## config.mk

```make
export PLATFORM = sky130hd
export DESIGN_NAME = conv_window_gen
export DESIGN_NICKNAME = d
export VERILOG_FILES = /design/src/rtl/conv_pkg.sv /design/src/rtl/conv_line_buf.sv /design/src/rtl/conv_window_gen.sv
export SDC_FILE = /design/constraint.sdc
export NUM_CORES = 2
export LEC_CHECK = 0
export ABC_CLOCK_PERIOD_IN_PS = 10850
export CAP_MARGIN = 10
export CORE_UTILIZATION = 55
export CTS_CLUSTER_DIAMETER = 30
export DETAILED_ROUTE_END_ITERATION = 7
export GPL_TIMING_DRIVEN = 1
export PLACE_DENSITY = 0.71
export SETUP_SLACK_MARGIN = 0.02
export SYNTH_ARGS = -nofsm -noshare
export SYNTH_HDL_FRONTEND = slang
export SYNTH_SLANG_ARGS = --single-unit
```

## constraint.sdc

```tcl
create_clock -name clk -period 10.85 [get_ports clk]
set_input_delay 2.17 -clock clk [delete_from_list [all_inputs] [get_ports clk]]
set_output_delay 2.17 -clock clk [all_outputs]
set_load 0.01 [all_outputs]
```

## src/rtl/conv_pkg.sv

```systemverilog
// Shared types and constants for the 3x3 convolution window datapath.
package conv_pkg;

   localparam int KSIZE  = 3;
   localparam int NUM_CH = 2;

   typedef logic [15:0]      fp16_t;
   typedef fp16_t [8:0]      win9_t;

endpackage

```

## src/rtl/conv_line_buf.sv

```systemverilog
// Per-channel storage: two IMG_W-deep row buffers feeding a 3x3 shift window.
module conv_line_buf
   import conv_pkg::*;
#(
   parameter int IMG_W  = 28,
   parameter int DATA_W = 16,
   parameter int COL_W  = $clog2(IMG_W)
) (
   input  logic                                   clk,
   input  logic                                   rst_n,
   input  logic                                   we,
   input  logic [COL_W-1:0]                       col,
   input  logic [DATA_W-1:0]                      pix,
   output logic [KSIZE*KSIZE-1:0][DATA_W-1:0]     win
);

   logic [DATA_W-1:0] lb0 [IMG_W];
   logic [DATA_W-1:0] lb1 [IMG_W];
   logic [DATA_W-1:0] top, mid;

   assign top = lb1[col];
   assign mid = lb0[col];

   // Row storage carries no reset; stale columns are never part of an emitted window.
   always_ff @(posedge clk) begin
      if (we) begin
         lb1[col] <= lb0[col];
         lb0[col] <= pix;
      end
   end

   always_ff @(posedge clk or negedge rst_n) begin
      if (!rst_n) begin
         win <= '0;
      end else if (we) begin
         for (int r = 0; r < KSIZE; r++)
            for (int c = 0; c < KSIZE-1; c++)
               win[r*KSIZE+c] <= win[r*KSIZE+c+1];
         win[KSIZE-1]       <= top;
         win[2*KSIZE-1]     <= mid;
         win[KSIZE*KSIZE-1] <= pix;
      end
   end

endmodule

```

## src/rtl/conv_window_gen.sv

```systemverilog
// Raster-order two-channel pixel stream to 3x3 sliding windows with a single output slot.
module conv_window_gen
   import conv_pkg::*;
#(
   parameter int IMG_W  = 28,
   parameter int IMG_H  = 28,
   parameter int DATA_W = 16
) (
   input  logic                                clk,
   input  logic                                rst_n,
   input  logic                                clear,
   input  logic                                pix_valid,
   output logic                                pix_ready,
   input  logic [DATA_W-1:0]                   pix_ch1,
   input  logic [DATA_W-1:0]                   pix_ch2,
   output logic                                win_valid,
   input  logic                                win_ready,
   output logic [KSIZE*KSIZE-1:0][DATA_W-1:0]  win_ch1,
   output logic [KSIZE*KSIZE-1:0][DATA_W-1:0]  win_ch2,
   output logic                                win_last
);

   localparam int COL_W = $clog2(IMG_W);
   localparam int ROW_W = $clog2(IMG_H);
   localparam logic [COL_W-1:0] COL_MAX = COL_W'(IMG_W-1);
   localparam logic [ROW_W-1:0] ROW_MAX = ROW_W'(IMG_H-1);
   localparam logic [COL_W-1:0] COL_MIN = COL_W'(KSIZE-1);
   localparam logic [ROW_W-1:0] ROW_MIN = ROW_W'(KSIZE-1);

   logic [COL_W-1:0] col;
   logic [ROW_W-1:0] row;
   logic acc, emit, col_last, row_last;

   logic [NUM_CH-1:0][DATA_W-1:0]                   pix;
   logic [NUM_CH-1:0][KSIZE*KSIZE-1:0][DATA_W-1:0]  win;

   // Slot drains and refills in the same cycle, so streaming runs without bubbles.
   assign pix_ready = !clear & (!win_valid | win_ready);
   assign acc       = pix_valid & pix_ready;
   assign col_last  = (col == COL_MAX);
   assign row_last  = (row == ROW_MAX);
   assign emit      = acc & (row >= ROW_MIN) & (col >= COL_MIN);

   assign pix = {pix_ch2, pix_ch1};

   for (genvar g = 0; g < NUM_CH; g++) begin : g_ch
      conv_line_buf #(
         .IMG_W  (IMG_W),
         .DATA_W (DATA_W),
         .COL_W  (COL_W)
      ) u_lb (
         .clk   (clk),
         .rst_n (rst_n),
         .we    (acc),
         .col   (col),
         .pix   (pix[g]),
         .win   (win[g])
      );
   end

   // Window regs only move on accept, and accept while full implies the slot drained.
   assign win_ch1 = win[0];
   assign win_ch2 = win[1];

   always_ff @(posedge clk or negedge rst_n) begin
      if (!rst_n) begin
         col       <= '0;
         row       <= '0;
         win_valid <= 1'b0;
         win_last  <= 1'b0;
      end else if (clear) begin
         col       <= '0;
         row       <= '0;
         win_valid <= 1'b0;
         win_last  <= 1'b0;
      end else begin
         if (acc) begin
            col <= col_last ? '0 : col + COL_W'(1);
            if (col_last)
               row <= row_last ? '0 : row + ROW_W'(1);
         end
         if (emit) begin
            win_valid <= 1'b1;
            win_last  <= row_last & col_last;
         end else if (win_ready) begin
            win_valid <= 1'b0;
            win_last  <= 1'b0;
         end
      end
   end

endmodule

```

# Word-level counts from Yosys, hierarchy flattened
# Memory sizes are Yosys's and may differ from the RTL's. A register that Yosys moved wholly into a read port is not among the register bits.
# Index checks and enable logic that the tools add are counted.
dict set report totals {
  n_memories 4
  word_cells 58
  register_bits 268
  in_bits 37
  out_inout_bits 291
  ramBits 1792
}
# name words word_bits rd rd_clocked_by_memory_dff wr line_no
set memory_table {}
lappend memory_table {{g_ch[0].u_lb.lb0} 28 16 1 0 1 conv_line_buf.sv:17} ;# logic [DATA_W-1:0] lb0 [IMG_W];
lappend memory_table {{g_ch[0].u_lb.lb1} 28 16 1 1 1 conv_line_buf.sv:18} ;# logic [DATA_W-1:0] lb1 [IMG_W];
lappend memory_table {{g_ch[1].u_lb.lb0} 28 16 1 0 1 conv_line_buf.sv:17}
lappend memory_table {{g_ch[1].u_lb.lb1} 28 16 1 1 1 conv_line_buf.sv:18}
dict set report op_classes {
  addsub 2
  eq_ne 2
  magnitude_cmp 2
  reduce_logical 8
  bitwise_logic 6
  n_mux 14
}
# op n
set op_table {}
lappend op_table {{5-bit two-way mux} 7}
lappend op_table {{5-bit by 1-bit adder with 5-bit output (second input constant)} 2}
lappend op_table {{5-bit == test (second input constant)} 2}
lappend op_table {{5-bit by 2-bit >= comparator with 1-bit output (second input constant)} 2}
lappend op_table {{1-bit two-way mux} 7}
lappend op_table {{1-bit bitwise AND} 5}
lappend op_table {{1-bit zero test} 4}
lappend op_table {{2-bit nonzero test} 2}
lappend op_table {{3-bit nonzero test} 1}
lappend op_table {{2-bit AND reduction} 1}
lappend op_table {{1-bit OR} 1}

# Logic depth before layout (Yosys ltp)
dict set report depth {
  depth_word 8
  mapped_depth 9
  ltp_nobuf 7
}

# Hierarchy
# From an unflattened synthesis, not the netlist that was laid out.
dict set report unflattened {
  cells_unflattened 4240
  area_unflattened_um2 80389.6
}
# module seq_area_each_um2 n_inst cells_per_inst area_per_inst_um2
set modules_own_cells {}
lappend modules_own_cells {conv_line_buf 30509.3 2 2082 39820.7}
lappend modules_own_cells {conv_window_gen 300.3 1 76 748.2}

# Worst setup path before layout
# OpenSTA, ideal clock, no wires.
dict set report synth_timing {
  path_type {input-to-reg}
  from {input win_ready}
  to {memory g_ch[0].u_lb.lb0[24][0] (enable)}
  t_arrival_ns 7.580
  setup_time_ns 0.565
  slack_ns 2.706
  path_buffers 2
  t_required_ns 10.285
  path_stages 6
  path_cell_list {nor2b_1 > nor3b_1 > clkbuf_1 > clkbuf_1 > nand2_1 > nor3_1}
}
dict set report synth_between {
  elab_chain_len 5
}
# item line_no
set synth_lines {}
lappend synth_lines {{start: declaration} conv_window_gen.sv:17} ;# input logic win_ready,
lappend synth_lines {{1-bit OR} conv_window_gen.sv:38} ;# assign pix_ready = !clear & (!win_valid | win_ready);
lappend synth_lines {{1-bit bitwise AND} conv_window_gen.sv:38}
lappend synth_lines {{1-bit bitwise AND} conv_window_gen.sv:39} ;# assign acc = pix_valid & pix_ready;
lappend synth_lines {{1-bit two-way mux} conv_line_buf.sv:26} ;# if (we) begin
lappend synth_lines {{1-bit two-way mux (implied by the code)} conv_line_buf.sv:28} ;# lb0[col] <= pix;
lappend synth_lines {{end: declaration} conv_line_buf.sv:17}
# No other way between the ends.

# Worst setup path in the final report
dict set report layout_timing {
  from {input clear}
  to {memory g_ch[1].u_lb.lb0[20][7] (enable)}
}
dict set report layout_between {
  elab_chain_len 5
}
# item line_no
set layout_lines {}
lappend layout_lines {{start: declaration} conv_window_gen.sv:11} ;# input logic clear,
lappend layout_lines {{1-bit zero test} conv_window_gen.sv:38}
lappend layout_lines {{1-bit bitwise AND} conv_window_gen.sv:38}
lappend layout_lines {{1-bit bitwise AND} conv_window_gen.sv:39}
lappend layout_lines {{1-bit two-way mux} conv_line_buf.sv:26}
lappend layout_lines {{1-bit two-way mux (implied by the code)} conv_line_buf.sv:28}
lappend layout_lines {{end: declaration} conv_line_buf.sv:17}
# No other way between the ends.

==> impl_metrics.json <==
{
  "outcome": "finished, final reports clean",
  "postSynthCellCount": 4278,
  "detail-route-antenna-nets": 0,
  "cts.path.max_buffers": 4,
  "gp_congestion": 0.838,
  "clk_pin_slew_ps": 50,
  "final_common_cell": "edfxtp_1",
  "final.setup_skew_ps": 80.9,
  "cpMostUsedCell": "buf_4",
  "timing.fmax_mhz": 146,
  "numCtsBuffers": 392,
  "swShare_pct": 21.9,
  "syn_area_per_cell_sq_um": 18.5,
  "die_height_um": 381,
  "finalHoldViolCount": 0,
  "fp.dieW_um": 381,
  "ys_ff_latch": 2092,
  "worstPathCellList": "clkdlybuf4s50_1, nor3b_2, buf_4, buf_4, nand2_1, nor2_4, buf_4",
  "clock_latency_ps": 950,
  "first_pass_iters": 6,
  "drive_above_1_share_pct": 21.5,
  "pwr_density_cell_nw_per_um2": 233,
  "cts_resized": 0,
  "comb_power_share_pct": 6.1,
  "io-pin-count": 328,
  "total_leakage_power_nw": 33.5,
  "grt_max_degree": 151,
  "crit_slowest_cell": "nor2_4",
  "ys_warn_count": 0,
  "syn_nets": 4321,
  "synth-async-reset-ratio_pct": 14.3,
  "synth_cell_type_count": 59,
  "critPathKind": "in2reg",
  "dr_total_vias": 44369,
  "nFillCells": 8556,
  "pwr-share-seq_pct": 40.3,
  "wl_per_cell_um": 30.2,
  "vias_per_cell": 6.27,
  "start_util_pct": 55.6,
  "antenna_found_initial": 8,
  "cts-root-buf": "clkbuf_16",
  "clock-sinks": 2092,
  "grt_pass1_wl_um": 310000,
  "layout.nets": 4914,
  "cp.arrival_ps": 7380,
  "htree_num_levels": 5,
  "routed_wl_um": 214000,
  "die-area_sq_um": 145000,
  "cpPeakStageDelay_ps": 1030,
  "drtIter0Drc": 5313,
  "worstSetupStartpointType": "input pin",
  "synth_edf_count": 1792,
  "hp-class": "reg2reg",
  "core_sq_um": 142000,
  "cp_num_buf_inv": 4,
  "route.detailed.drc": 0,
  "cts_hold_buffers": 0,
  "finalCritPeriodShare_pct": 63.0,
  "final_util_pct": 69.1,
  "setup_violations": 0,
  "regArea_sq_um": 61300,
  "critical_path.top_delay_family": "buffers and inverters",
  "multi_input_area_sq_um": 16800,
  "slew_headroom_pct": 16.3,
  "fin_setup_tns_ps": 0,
  "tightest_slew_ps": 1250,
  "rsz0062_at_grt": "no",
  "fin_crit_ps": 6840,
  "grt_overflow": 0,
  "grt_pass1_vias": 45439,
  "syn_to_final_growth_pct": 24.2,
  "hpwl_um": 113000,
  "max-cap-violations": 0,
  "cts_tree": "yes",
  "portBuffers": 327,
  "finalMaxSlewViolations": 0,
  "grt.total_usage_pct": 29.6,
  "netlist_area_sq_um": 79000,
  "peakVddDrop_v": 0.000158,
  "power.share.clock_pct": 53.6,
  "endpoint_kind": "register",
  "ys.flop_type": "edfxtp_1",
  "cp.required_ps": 11390,
  "ys_seq_area_share_pct": 77.6,
  "cp_max_fo": 72,
  "internal_power_mw": 17.9,
  "post-cts-setup-buffer-count": 0,
  "layout_common_cells": "1792 x edfxtp_1, 720 x nand2_1, 402 x clkbuf_16, 326 x clkdlybuf4s50_1, 323 x mux2i_1",
  "switching_power_mw": 5.01,
  "rows": 138
}
[sequential cells by signal (all words and copies together), names as in the netlist]
name and count:
row 5, col 5, g_ch.u_lb.lb1 896, win_last 1
g_ch.u_lb.win 288, g_ch.u_lb.lb0 896, win_valid 1
[Yosys cell counts (26+ instances only)]
master    count  area (sq um)
a21oi_1      26           130
a22oi_1     111           833
buf_2        88           440
clkbuf_1     98           368
dfrtp_1     300          7510
edfxtp_1   1792         53800
mux2_2       33           372
mux2i_1     323          3230
mux4_2      286          6440
nand2_1     720          2700
nand3_1      57           285
nor2_1       64           240
o22ai_1     121           757
[area by class of cell]
cell class,count,share of cell area (%)
diodes,3,0.00765
clock buffers,446,10.5
clock inverters,262,3.18
inverters,5,0.0217
multi-input cells,1943,17.1
flip-flops and latches,2092,62.5
well taps,1890,2.41
repair buffers,437,4.33
[worst reg2reg max path, delay by kind of cell (launching register included)]
family	cells	cell delay, ps
simple gates	4	2110
flops	1	370
buf+inv	3	2360
[kinds of logic (layout without fill, tap and decap cells)]
family	Yosys count	count (layout)	synth area share [%]
xor+xnor	3	3	0.0333
simple gates	924	924	4.79
mux	642	642	12.7
compound gates	368	368	3.27
other cells	0	3	0
flops	2092	2092	77.6
fa+ha+maj	6	6	0.0950
buf+inv	243	1150	1.51
[routing by layer]
metal,global-route usage (%),vias up,share of wire (%)
li1,-,18142,-
met1,39.7,23061,38
met2,47.2,2710,48
met3,7.10,448,10
met4,11.5,8,3.6
met5,0,-,0.023
[power by group through the flow]
stage / logic (mW) / clock network [mW] / registers, mW
2_1_floorplan: 0.547 / 0 / 9.40
3_3_place_gp: 1.36 / 0 / 9.37
3_5_place_dp: 1.38 / 0 / 9.37
4_1_cts: 1.40 / 12.3 / 9.23
5_1_grt: 1.48 / 12.7 / 9.25
6_report: 1.40 / 12.3 / 9.23
[worst paths after layout]
path	start	end	slack [ps]	cells past startpoint
worst max register to register	win_valid$_DFFE_PN0P_	g_ch[1].u_lb.lb0[20][7]$_DFFE_PP_	5550	7
worst min-delay path	g_ch[0].u_lb.win[126]$_DFFE_PN0P_	g_ch[0].u_lb.win[110]$_DFFE_PN0P_	460	2
max in group asynchronous	rst_n	g_ch[1].u_lb.win[98]$_DFFE_PN0P_	7150	3
worst max-delay path	clear	g_ch[1].u_lb.lb0[20][7]$_DFFE_PP_	4010	7
min in group asynchronous	rst_n	g_ch[0].u_lb.win[30]$_DFFE_PN0P_	1320	1
worst min register to register	g_ch[0].u_lb.win[126]$_DFFE_PN0P_	g_ch[0].u_lb.win[110]$_DFFE_PN0P_	460	2
[per-stage QoR]
| stage | setup slack, ps | hold WS (ps) | total power [mW] | cells | area, sq um |
|---|---|---|---|---|---|
| 2_1_floorplan | 2710 | 514 | 9.95 | 4278 | 79000 |
| 3_3_place_gp | 3370 | 457 | 10.7 | 6361 | 84700 |
| 3_5_place_dp | 3220 | 462 | 10.8 | 6362 | 84700 |
| 4_1_cts | 4120 | 473 | 23.0 | 7070 | 98100 |
| 5_1_grt | 3880 | 491 | 23.5 | 7075 | 98200 |
| 6_report | 4010 | 464 | 22.9 | 7078 | 98200 |
(Power assumes the default switching activity.)
